$ cat src/rtl/mips_pkg.sv
// Shared MIPS pipeline definitions: datapath widths, register zero and load type codes.
package mips_pkg;

    localparam int DATA_W = 32;
    localparam int ADDR_W = 5;

    localparam logic [4:0] REG_ZERO = 5'd0;

    typedef enum logic [2:0] {
        LT_LW  = 3'b000,
        LT_LB  = 3'b001,
        LT_LBU = 3'b010,
        LT_LH  = 3'b011,
        LT_LHU = 3'b100
    } load_type_e;

endpackage

$ cat src/rtl/load_aligner.sv
// Combinational sub-word load extraction and extension; shared with the MEM-stage forwarding path.
module load_aligner #(
    parameter int W = 32
) (
    input  logic [2:0]   load_type,
    input  logic [1:0]   byte_off,
    input  logic [W-1:0] mem_data,
    output logic [W-1:0] data
);
    import mips_pkg::*;

    logic [7:0]  byte_sel;
    logic [15:0] half_sel;

    always_comb begin
        byte_sel = mem_data[7:0];
        case (byte_off)
            2'd1:    byte_sel = mem_data[15:8];
            2'd2:    byte_sel = mem_data[23:16];
            2'd3:    byte_sel = mem_data[31:24];
            default: byte_sel = mem_data[7:0];
        endcase
        // Halfword accesses are assumed aligned, so only the upper offset bit matters.
        half_sel = byte_off[1] ? mem_data[31:16] : mem_data[15:0];

        case (load_type)
            LT_LB:   data = {{(W-8){byte_sel[7]}}, byte_sel};
            LT_LBU:  data = {{(W-8){1'b0}}, byte_sel};
            LT_LH:   data = {{(W-16){half_sel[15]}}, half_sel};
            LT_LHU:  data = {{(W-16){1'b0}}, half_sel};
            default: data = mem_data;
        endcase
    end

endmodule

$ cat src/rtl/wb_regfile_writer.sv
// MIPS write-back stage: MEM/WB latch, result select, register file write port and forwarding tap.
// Optional retired-instruction counter enabled by defining WB_RETIRE_COUNT_EN.
module wb_regfile_writer #(
    parameter int DATA_W = mips_pkg::DATA_W,
    parameter int ADDR_W = mips_pkg::ADDR_W
) (
    input  logic              clk,
    input  logic              rst,
    input  logic              stall,
    input  logic              flush,
    input  logic              in_valid,
    input  logic              in_reg_write,
    input  logic              in_mem_to_reg,
    input  logic [2:0]        in_load_type,
    input  logic [1:0]        in_byte_off,
    input  logic [ADDR_W-1:0] in_w_addr,
    input  logic [DATA_W-1:0] in_alu_result,
    input  logic [DATA_W-1:0] in_mem_data,
    output logic              wr_en,
    output logic [ADDR_W-1:0] w_addr,
    output logic [DATA_W-1:0] w_data,
    output logic              fwd_valid,
    output logic [ADDR_W-1:0] fwd_addr,
    output logic [DATA_W-1:0] fwd_data,
    output logic [31:0]       retire_count
);
    import mips_pkg::*;

    // Handshake: no ready path. in_valid marks a real instruction; stall holds the
    // latch (the write is re-presented), flush replaces the incoming one with a bubble
    // and wins over stall. The latch empties into the register file every unstalled edge.
    logic              valid_q;
    logic              reg_write_q;
    logic              mem_to_reg_q;
    logic [2:0]        load_type_q;
    logic [1:0]        byte_off_q;
    logic [ADDR_W-1:0] addr_q;
    logic [DATA_W-1:0] alu_result_q;
    logic [DATA_W-1:0] mem_data_q;
    logic [DATA_W-1:0] load_data;

    always_ff @(posedge clk) begin
        if (rst || flush) begin
            valid_q      <= 1'b0;
            reg_write_q  <= 1'b0;
            mem_to_reg_q <= 1'b0;
            load_type_q  <= '0;
            byte_off_q   <= '0;
            addr_q       <= '0;
            alu_result_q <= '0;
            mem_data_q   <= '0;
        end else if (!stall) begin
            valid_q      <= in_valid;
            reg_write_q  <= in_reg_write;
            mem_to_reg_q <= in_mem_to_reg;
            load_type_q  <= in_load_type;
            byte_off_q   <= in_byte_off;
            addr_q       <= in_w_addr;
            alu_result_q <= in_alu_result;
            mem_data_q   <= in_mem_data;
        end
    end

    load_aligner #(.W(DATA_W)) u_load_aligner (
        .load_type (load_type_q),
        .byte_off  (byte_off_q),
        .mem_data  (mem_data_q),
        .data      (load_data)
    );

    assign wr_en     = valid_q & reg_write_q & (addr_q != ADDR_W'(REG_ZERO));
    assign w_addr    = addr_q;
    assign w_data    = mem_to_reg_q ? load_data : alu_result_q;
    assign fwd_valid = wr_en;
    assign fwd_addr  = w_addr;
    assign fwd_data  = w_data;

`ifdef WB_RETIRE_COUNT_EN
    logic [31:0] retire_q;

    // An instruction retires when the latch gives it up, including when flush bubbles the slot.
    always_ff @(posedge clk) begin
        if (rst) begin
            retire_q <= '0;
        end else if (valid_q && (flush || !stall)) begin
            retire_q <= retire_q + 32'd1;
        end
    end

    assign retire_count = retire_q;
`else
    assign retire_count = 32'd0;
`endif

endmodule

$ cat config.mk
export PLATFORM = sky130hd
export DESIGN_NAME = wb_regfile_writer
export DESIGN_NICKNAME = d
export VERILOG_FILES = /design/src/rtl/mips_pkg.sv /design/src/rtl/load_aligner.sv /design/src/rtl/wb_regfile_writer.sv
export SDC_FILE = /design/constraint.sdc
export NUM_CORES = 1
export LEC_CHECK = 0
export ABC_AREA = 1
export BUFFER_PORTS_ARGS = -buffer_cell sky130_fd_sc_hd__buf_2
export CORE_ASPECT_RATIO = 2
export CORE_MARGIN = 2
export CORE_UTILIZATION = 45
export CTS_CLUSTER_SIZE = 40
export DETAILED_ROUTE_END_ITERATION = 12
export PLACE_DENSITY = 0.88
export SYNTH_ARGS = -nofsm -noshare
export SYNTH_HDL_FRONTEND = slang
export SYNTH_HIERARCHICAL = 1
export SYNTH_SLANG_ARGS = --single-unit
$ cat constraint.sdc
create_clock -name clk -period 1.4 [get_ports clk]
set_input_delay 0.14 -clock clk [delete_from_list [all_inputs] [get_ports clk]]
set_output_delay 0.14 -clock clk [all_outputs]
set_load 0.05 [all_outputs]
### Yosys cells after proc, flatten, opt, wreduce, memory -nomap -nowiden

Index checks and enable logic that the tools add are counted.

| operators by class | value |
|---|---|
| eq/ne operators | 7 |
| mux-type cells | 4 |
| bitwise gates (word level) | 2 |
| reduce and logical (&&, ||, !) cells | 2 |

Operators by type and width:

| cell | count |
|---|---|
| 32-bit one-hot mux with 4 select lines | 1 |
| 32-bit two-way mux | 1 |
| 8-bit one-hot mux with 3 select lines | 1 |
| 16-bit two-way mux | 1 |
| 3-bit by 2-bit equality test with 1-bit output, second input constant | 2 |
| 5-bit nonzero test | 1 |
| 2-bit equality test, second input constant | 2 |
| 3-bit by 1-bit equality test with 1-bit output, second input constant | 1 |
| 3-bit equality test, second input constant | 1 |
| 1-bit AND | 2 |
| 2-bit by 1-bit equality test with 1-bit output, second input constant | 1 |
| 1-bit logical OR | 1 |

| storage, ports and cells | value |
|---|---|
| flip-flop bits (word level) | 77 |
| bits of input ports | 81 |
| logic and storage cells | 23 |

### Longest topological paths before layout

| depth | value |
|---|---|
| depth after elaboration | 4 |
| depth in mapped cells | 11 |
| depth with buffers taken out | 8 |

### Hierarchy

The synthesis kept the hierarchy.

Modules (own cells, without submodules):

| module | times used | cells each | area an instance (µm²) | sequential area each (µm²) |
|---|---|---|---|---|
| wb_regfile_writer | 1 | 518 | 3774.9 | 1541.5 |
| load_aligner | 1 | 197 | 1328.8 | 0.0 |

### Worst setup path after synthesis

OpenSTA, ideal clock, no wires.

| timing | value |
|---|---|
| path type | register to output |
| from | register mem_to_reg_q |
| to | output port w_data[22] |
| arrival time | 2153 ps |
| data required time | 1260 ps |
| path slack | -893 ps |
| cell stages (with the launch flop) | 5 |
| path buffers | 3 |
| path through | dfxtp_1 > buf_2 > clkbuf_1 > o21ai_0 > buf_4 |

| between the ends | value |
|---|---|
| longest elaborated chain between the ends | 1 |

RTL lines:

| element | line | RTL |
|---|---|---|
| start, declared | wb_regfile_writer.sv:34 | `logic mem_to_reg_q;` |
| start signal, assigned | wb_regfile_writer.sv:55 | `mem_to_reg_q <= in_mem_to_reg;` |
| 32-bit two-way mux | wb_regfile_writer.sv:73 | `assign w_data = mem_to_reg_q ? load_data : alu_result_q;` |
| end, declared | wb_regfile_writer.sv:21 | `output logic [DATA_W-1:0] w_data,` |

No other way between the ends.

### Worst setup path in the final report

| timing | value |
|---|---|
| from | register load_type_q[1] |
| to | output port fwd_data[10] |

| between the ends | value |
|---|---|
| longest elaborated chain between the ends | 3 |
| elaborated cells between the ends (all ways) | 6 |

RTL lines:

| element | line | RTL |
|---|---|---|
| start, declared | wb_regfile_writer.sv:35 | `logic [2:0] load_type_q;` |
| start signal, assigned | wb_regfile_writer.sv:56 | `load_type_q <= in_load_type;` |
| 3-bit equality test, or another cell as far along | load_aligner.sv:26 | `case (load_type)` |
| 32-bit one-hot mux with 4 select lines * | load_aligner.sv:26 |  |
| net load_data[10] | wb_regfile_writer.sv:40 | `logic [DATA_W-1:0] load_data;` |
| 32-bit two-way mux * | wb_regfile_writer.sv:73 |  |
| end, declared | wb_regfile_writer.sv:24 | `output logic [DATA_W-1:0] fwd_data,` |

Mark *: on every way through the listed nets, which the timed path passes. The rest lies on a longest branch.

==> impl_metrics.prom <==
# TYPE chip_impl_metric gauge
chip_impl_info{name="run_status",value="finished, violations left"} 1
chip_impl_info{name="failed_checks",value="setup timing"} 1
chip_impl_metric{name="total_leakage_power",unit="nW"} 3.37
chip_impl_metric{name="clock_tree.htree_level_count",unit=""} 3
chip_impl_metric{name="report.final.slew_viol_count",unit=""} 0
chip_impl_metric{name="timing.fmax",unit="MHz"} 513
chip_impl_metric{name="dp_slack",unit="ps"} -298
chip_impl_metric{name="met1_usage",unit="%"} 27.4
chip_impl_metric{name="final_non_filler_cell_total",unit=""} 1011
chip_impl_metric{name="data_arrival_time_of_the_critical_path",unit="ps"} 1810
chip_impl_info{name="synth_top_area_cell",value="dfxtp_1"} 1
chip_impl_metric{name="synth.lib_cells_used.distinct",unit=""} 26
chip_impl_metric{name="ys_ff_latch",unit=""} 77
chip_impl_metric{name="count_of_flip_flops_with_a_built_in_enable_after_synthesis",unit=""} 0
chip_impl_metric{name="first_global_vias",unit=""} 5498
chip_impl_metric{name="synthesis.instances",unit=""} 715
chip_impl_metric{name="num_io_pins",unit=""} 189
chip_impl_metric{name="grtUsageMet2",unit="%"} 53.1
chip_impl_metric{name="critPathMaxFanout",unit=""} 8
chip_impl_metric{name="hold_slack",unit="ps"} 38.4
chip_impl_info{name="root_buffer",value="clkbuf_16"} 1
chip_impl_metric{name="die_outline_height",unit="um"} 155
chip_impl_metric{name="pwr-share-clk",unit="%"} 40.0
chip_impl_info{name="gr-max-usage-layer",value="met2"} 1
chip_impl_info{name="cp-start-kind",value="flop"} 1
chip_impl_metric{name="max-clock-path-buffers",unit=""} 2
chip_impl_metric{name="multi_input_area",unit="um^2"} 3190
chip_impl_metric{name="die-width",unit="um"} 79.3
chip_impl_info{name="rsz0062_at_grt",value="true"} 1
chip_impl_info{name="crit_type",value="flop to output pin"} 1
chip_impl_metric{name="final.setup_skew",unit="ps"} 0
chip_impl_metric{name="finalCritPeriodShare",unit="%"} 139
chip_impl_metric{name="via_count",unit=""} 5435
chip_impl_metric{name="synth_top_cell_area_share",unit="%"} 30.2
chip_impl_metric{name="critical_path_required",unit="ps"} 1260
chip_impl_metric{name="remaining_drc_errors",unit=""} 0
chip_impl_metric{name="global_route_wire_length_before_repair",unit="um"} 27500
chip_impl_metric{name="fp-row-count",unit=""} 55
chip_impl_info{name="synth-main-ff-cell",value="dfxtp_1"} 1
chip_impl_metric{name="gr-usage-met3",unit="%"} 4.55
chip_impl_metric{name="layout-drive-gt1-share",unit="%"} 49.9
chip_impl_metric{name="routabilityCongestion",unit=""} 0.968
chip_impl_metric{name="routed_wire_length_per_instance",unit="um"} 17.9
chip_impl_metric{name="setup_slack",unit="ps"} -551
chip_impl_info{name="netlist_top_cells_count",value="250 x nand2_1, 77 x dfxtp_1, 75 x buf_4"} 1
chip_impl_info{name="endpoint_kind",value="output pin"} 1
chip_impl_metric{name="floorplan.initialDensity",unit="%"} 45.5
chip_impl_metric{name="ys.warnings.count",unit=""} 6
chip_impl_metric{name="number_of_antenna_violations_at_the_first_check_in_global_routing",unit=""} 2
chip_impl_metric{name="internal_power",unit="mW"} 4.37
chip_impl_metric{name="cts_hold_buf",unit=""} 0
chip_impl_metric{name="placement.io_buffers",unit=""} 156
chip_impl_metric{name="design.final.nets",unit=""} 943
chip_impl_metric{name="area.growth.synth_to_final",unit="%"} 45.0
chip_impl_metric{name="detail_route.first_pass.iterations",unit=""} 6
chip_impl_info{name="tritoncts",value="built"} 1
chip_impl_metric{name="die-area",unit="um^2"} 12300
chip_impl_metric{name="via_per_inst",unit=""} 5.38
chip_impl_metric{name="total_number_of_clock_tree_sinks",unit=""} 77
chip_impl_metric{name="clk_transition_reported_paths",unit="ps"} 70
chip_impl_metric{name="fillCellCount",unit=""} 802
chip_impl_info{name="ys_top_cells_by_area",value="dfxtp_1 30%, nand2_1 18%, nand3_2 11%"} 1
chip_impl_metric{name="combinationalPowerShare",unit="%"} 23.9
chip_impl_metric{name="yosysSeqAreaShare",unit="%"} 30.2
chip_impl_metric{name="mappedNetlistArea",unit="um^2"} 5100
chip_impl_metric{name="pwr-share-seq",unit="%"} 36.1
chip_impl_info{name="min_path_type",value="input port to flop"} 1
chip_impl_metric{name="cts_made_buffers",unit=""} 9
chip_impl_metric{name="hpwlAfterDp",unit="um"} 12000
chip_impl_metric{name="power.net_switching",unit="mW"} 2.06
chip_impl_metric{name="insertion_delay",unit="ps"} 330
chip_impl_metric{name="antenna_viol_nets_final",unit=""} 0
chip_impl_metric{name="grt-ovfl-total",unit=""} 0
chip_impl_metric{name="power_per_cell_area",unit="nW/um^2"} 869
chip_impl_metric{name="first_iter_violations",unit=""} 489
chip_impl_metric{name="floorplan.core_area",unit="um^2"} 11200
chip_impl_metric{name="placed_insts",unit=""} 986
chip_impl_metric{name="switching_share",unit="%"} 32.0
chip_impl_metric{name="cap_violations",unit=""} 0
chip_impl_metric{name="async_flop_share",unit="%"} 0
chip_impl_metric{name="average_instance_area_after_synthesis",unit="um^2"} 7.14
chip_impl_metric{name="hold_viol",unit=""} 0
chip_impl_info{name="post-synth-top-count-cell",value="nand2_1"} 1
chip_impl_metric{name="finish.utilization",unit="%"} 66.0
chip_impl_metric{name="finalWorstPathRequiredPeriod",unit="ps"} 1950
chip_impl_metric{name="sequential_standard_cell_area",unit="um^2"} 1570
chip_impl_metric{name="wire_length_after_detailed_routing",unit="um"} 18100
chip_impl_metric{name="grt_max_degree",unit=""} 78
chip_impl_metric{name="setup_viol",unit=""} 66
chip_impl_metric{name="grt_use_total",unit="%"} 29.2
chip_impl_metric{name="power.ir.vdd_worst",unit="V"} 0.000925
[through the flow]
stage	total power, mW	area (um^2)	setup TNS [ps]
after global placement	3.69	6380	-12900
final	6.43	7400	-30760
after CTS	6.39	7230	-29590
after floorplan	3.50	5880	-5540
after global routing	6.64	7400	-34760
after detailed placement	3.71	6380	-14760
[registers in the layout, indices dropped and copies added, names as in the netlist]
signal and flops:
byte_off_q 2, reg_write_q 1, mem_data_q 32, alu_result_q 32, load_type_q 3, mem_to_reg_q 1, fwd_addr 5, valid_q 1
[worst max-delay path, cell delays in order, from the launching register on]
cell and delay (ps):
dfxtp_4 380, o21ai_4 220, nand2_4 120, inv_2 160, nand2_1 140, nand3_2 110
nand2_2 70, o21ai_4 80, buf_6 180
[cell usage in the layout, fill, tap and decap left out, drive strengths merged]
cell,netlist,final
nand4,9,9
nor2,2,2
o21ai,33,33
clkbuf,14,11
buf,102,219
diode,0,2
a21oi,77,77
nand2,256,256
dfxtp,77,77
nand3b,1,2
inv,59,60
conb,1,32
or2,1,1
nand3,83,83
bufinv,0,2
clkinvlp,0,3
[per-layer routing]
layer | up-vias | part of all wire, %
li1 | 2481 | -
met5 | - | 0
met2 | 304 | 55
met3 | 105 | 5.2
met4 | 0 | 8.9
met1 | 2545 | 31
[cell type report]
type / count / area share [%]
clock buffer: 11 / 3.28
clock inverter: 5 / 1.13
inverter: 59 / 3.43
timing repair buffer: 219 / 25.1
sequential: 77 / 21.2
multi-input combinational: 495 / 43.1
timing repair inverter: 1 / 0.220
tap: 142 / 2.40
antenna: 2 / 0.0676
[kinds of logic (layout without fill, tap and decap cells)]
family,Yosys count,after routing,share of synthesized area [%]
simple gates,352,353,35.1
buf+inv,175,295,21.4
compound gates,110,110,13.2
flops,77,77,30.2
other cells,1,34,0.0735
[what timing repair did]
action	CTS	global route
resized for setup	151	32
gates cloned	2	0
pin swaps	16	16
buffers inserted	0	5
endpoints found under the hold margin	0	0
endpoints found under the setup margin	66	66
[power groups by stage]
stage	sequential [mW]	clock, mW	combinational [mW]
final	2.32	2.57	1.53
after CTS	2.32	2.60	1.47
after floorplan	2.37	0	1.14
after detailed placement	2.37	0	1.34
after global routing	2.33	2.70	1.61
after global placement	2.36	0	1.33
[path summary, 6_finish.rpt]
kind                                                     from                       endpoint  slack (ps)  depth (start not counted)
worst max-delay path              load_type_q[1]$_SDFFE_PP0N_                   fwd_data[10]        -550                          8
worst min register to register  alu_result_q[31]$_SDFFE_PP0N_  alu_result_q[31]$_SDFFE_PP0N_         460                          2
worst min-delay path                         in_alu_result[4]   alu_result_q[4]$_SDFFE_PP0N_          40                          3
worst max register to register      mem_to_reg_q$_SDFFE_PP0N_      mem_to_reg_q$_SDFFE_PP0N_         300                          3
Power figures use the tool's default switching activity.
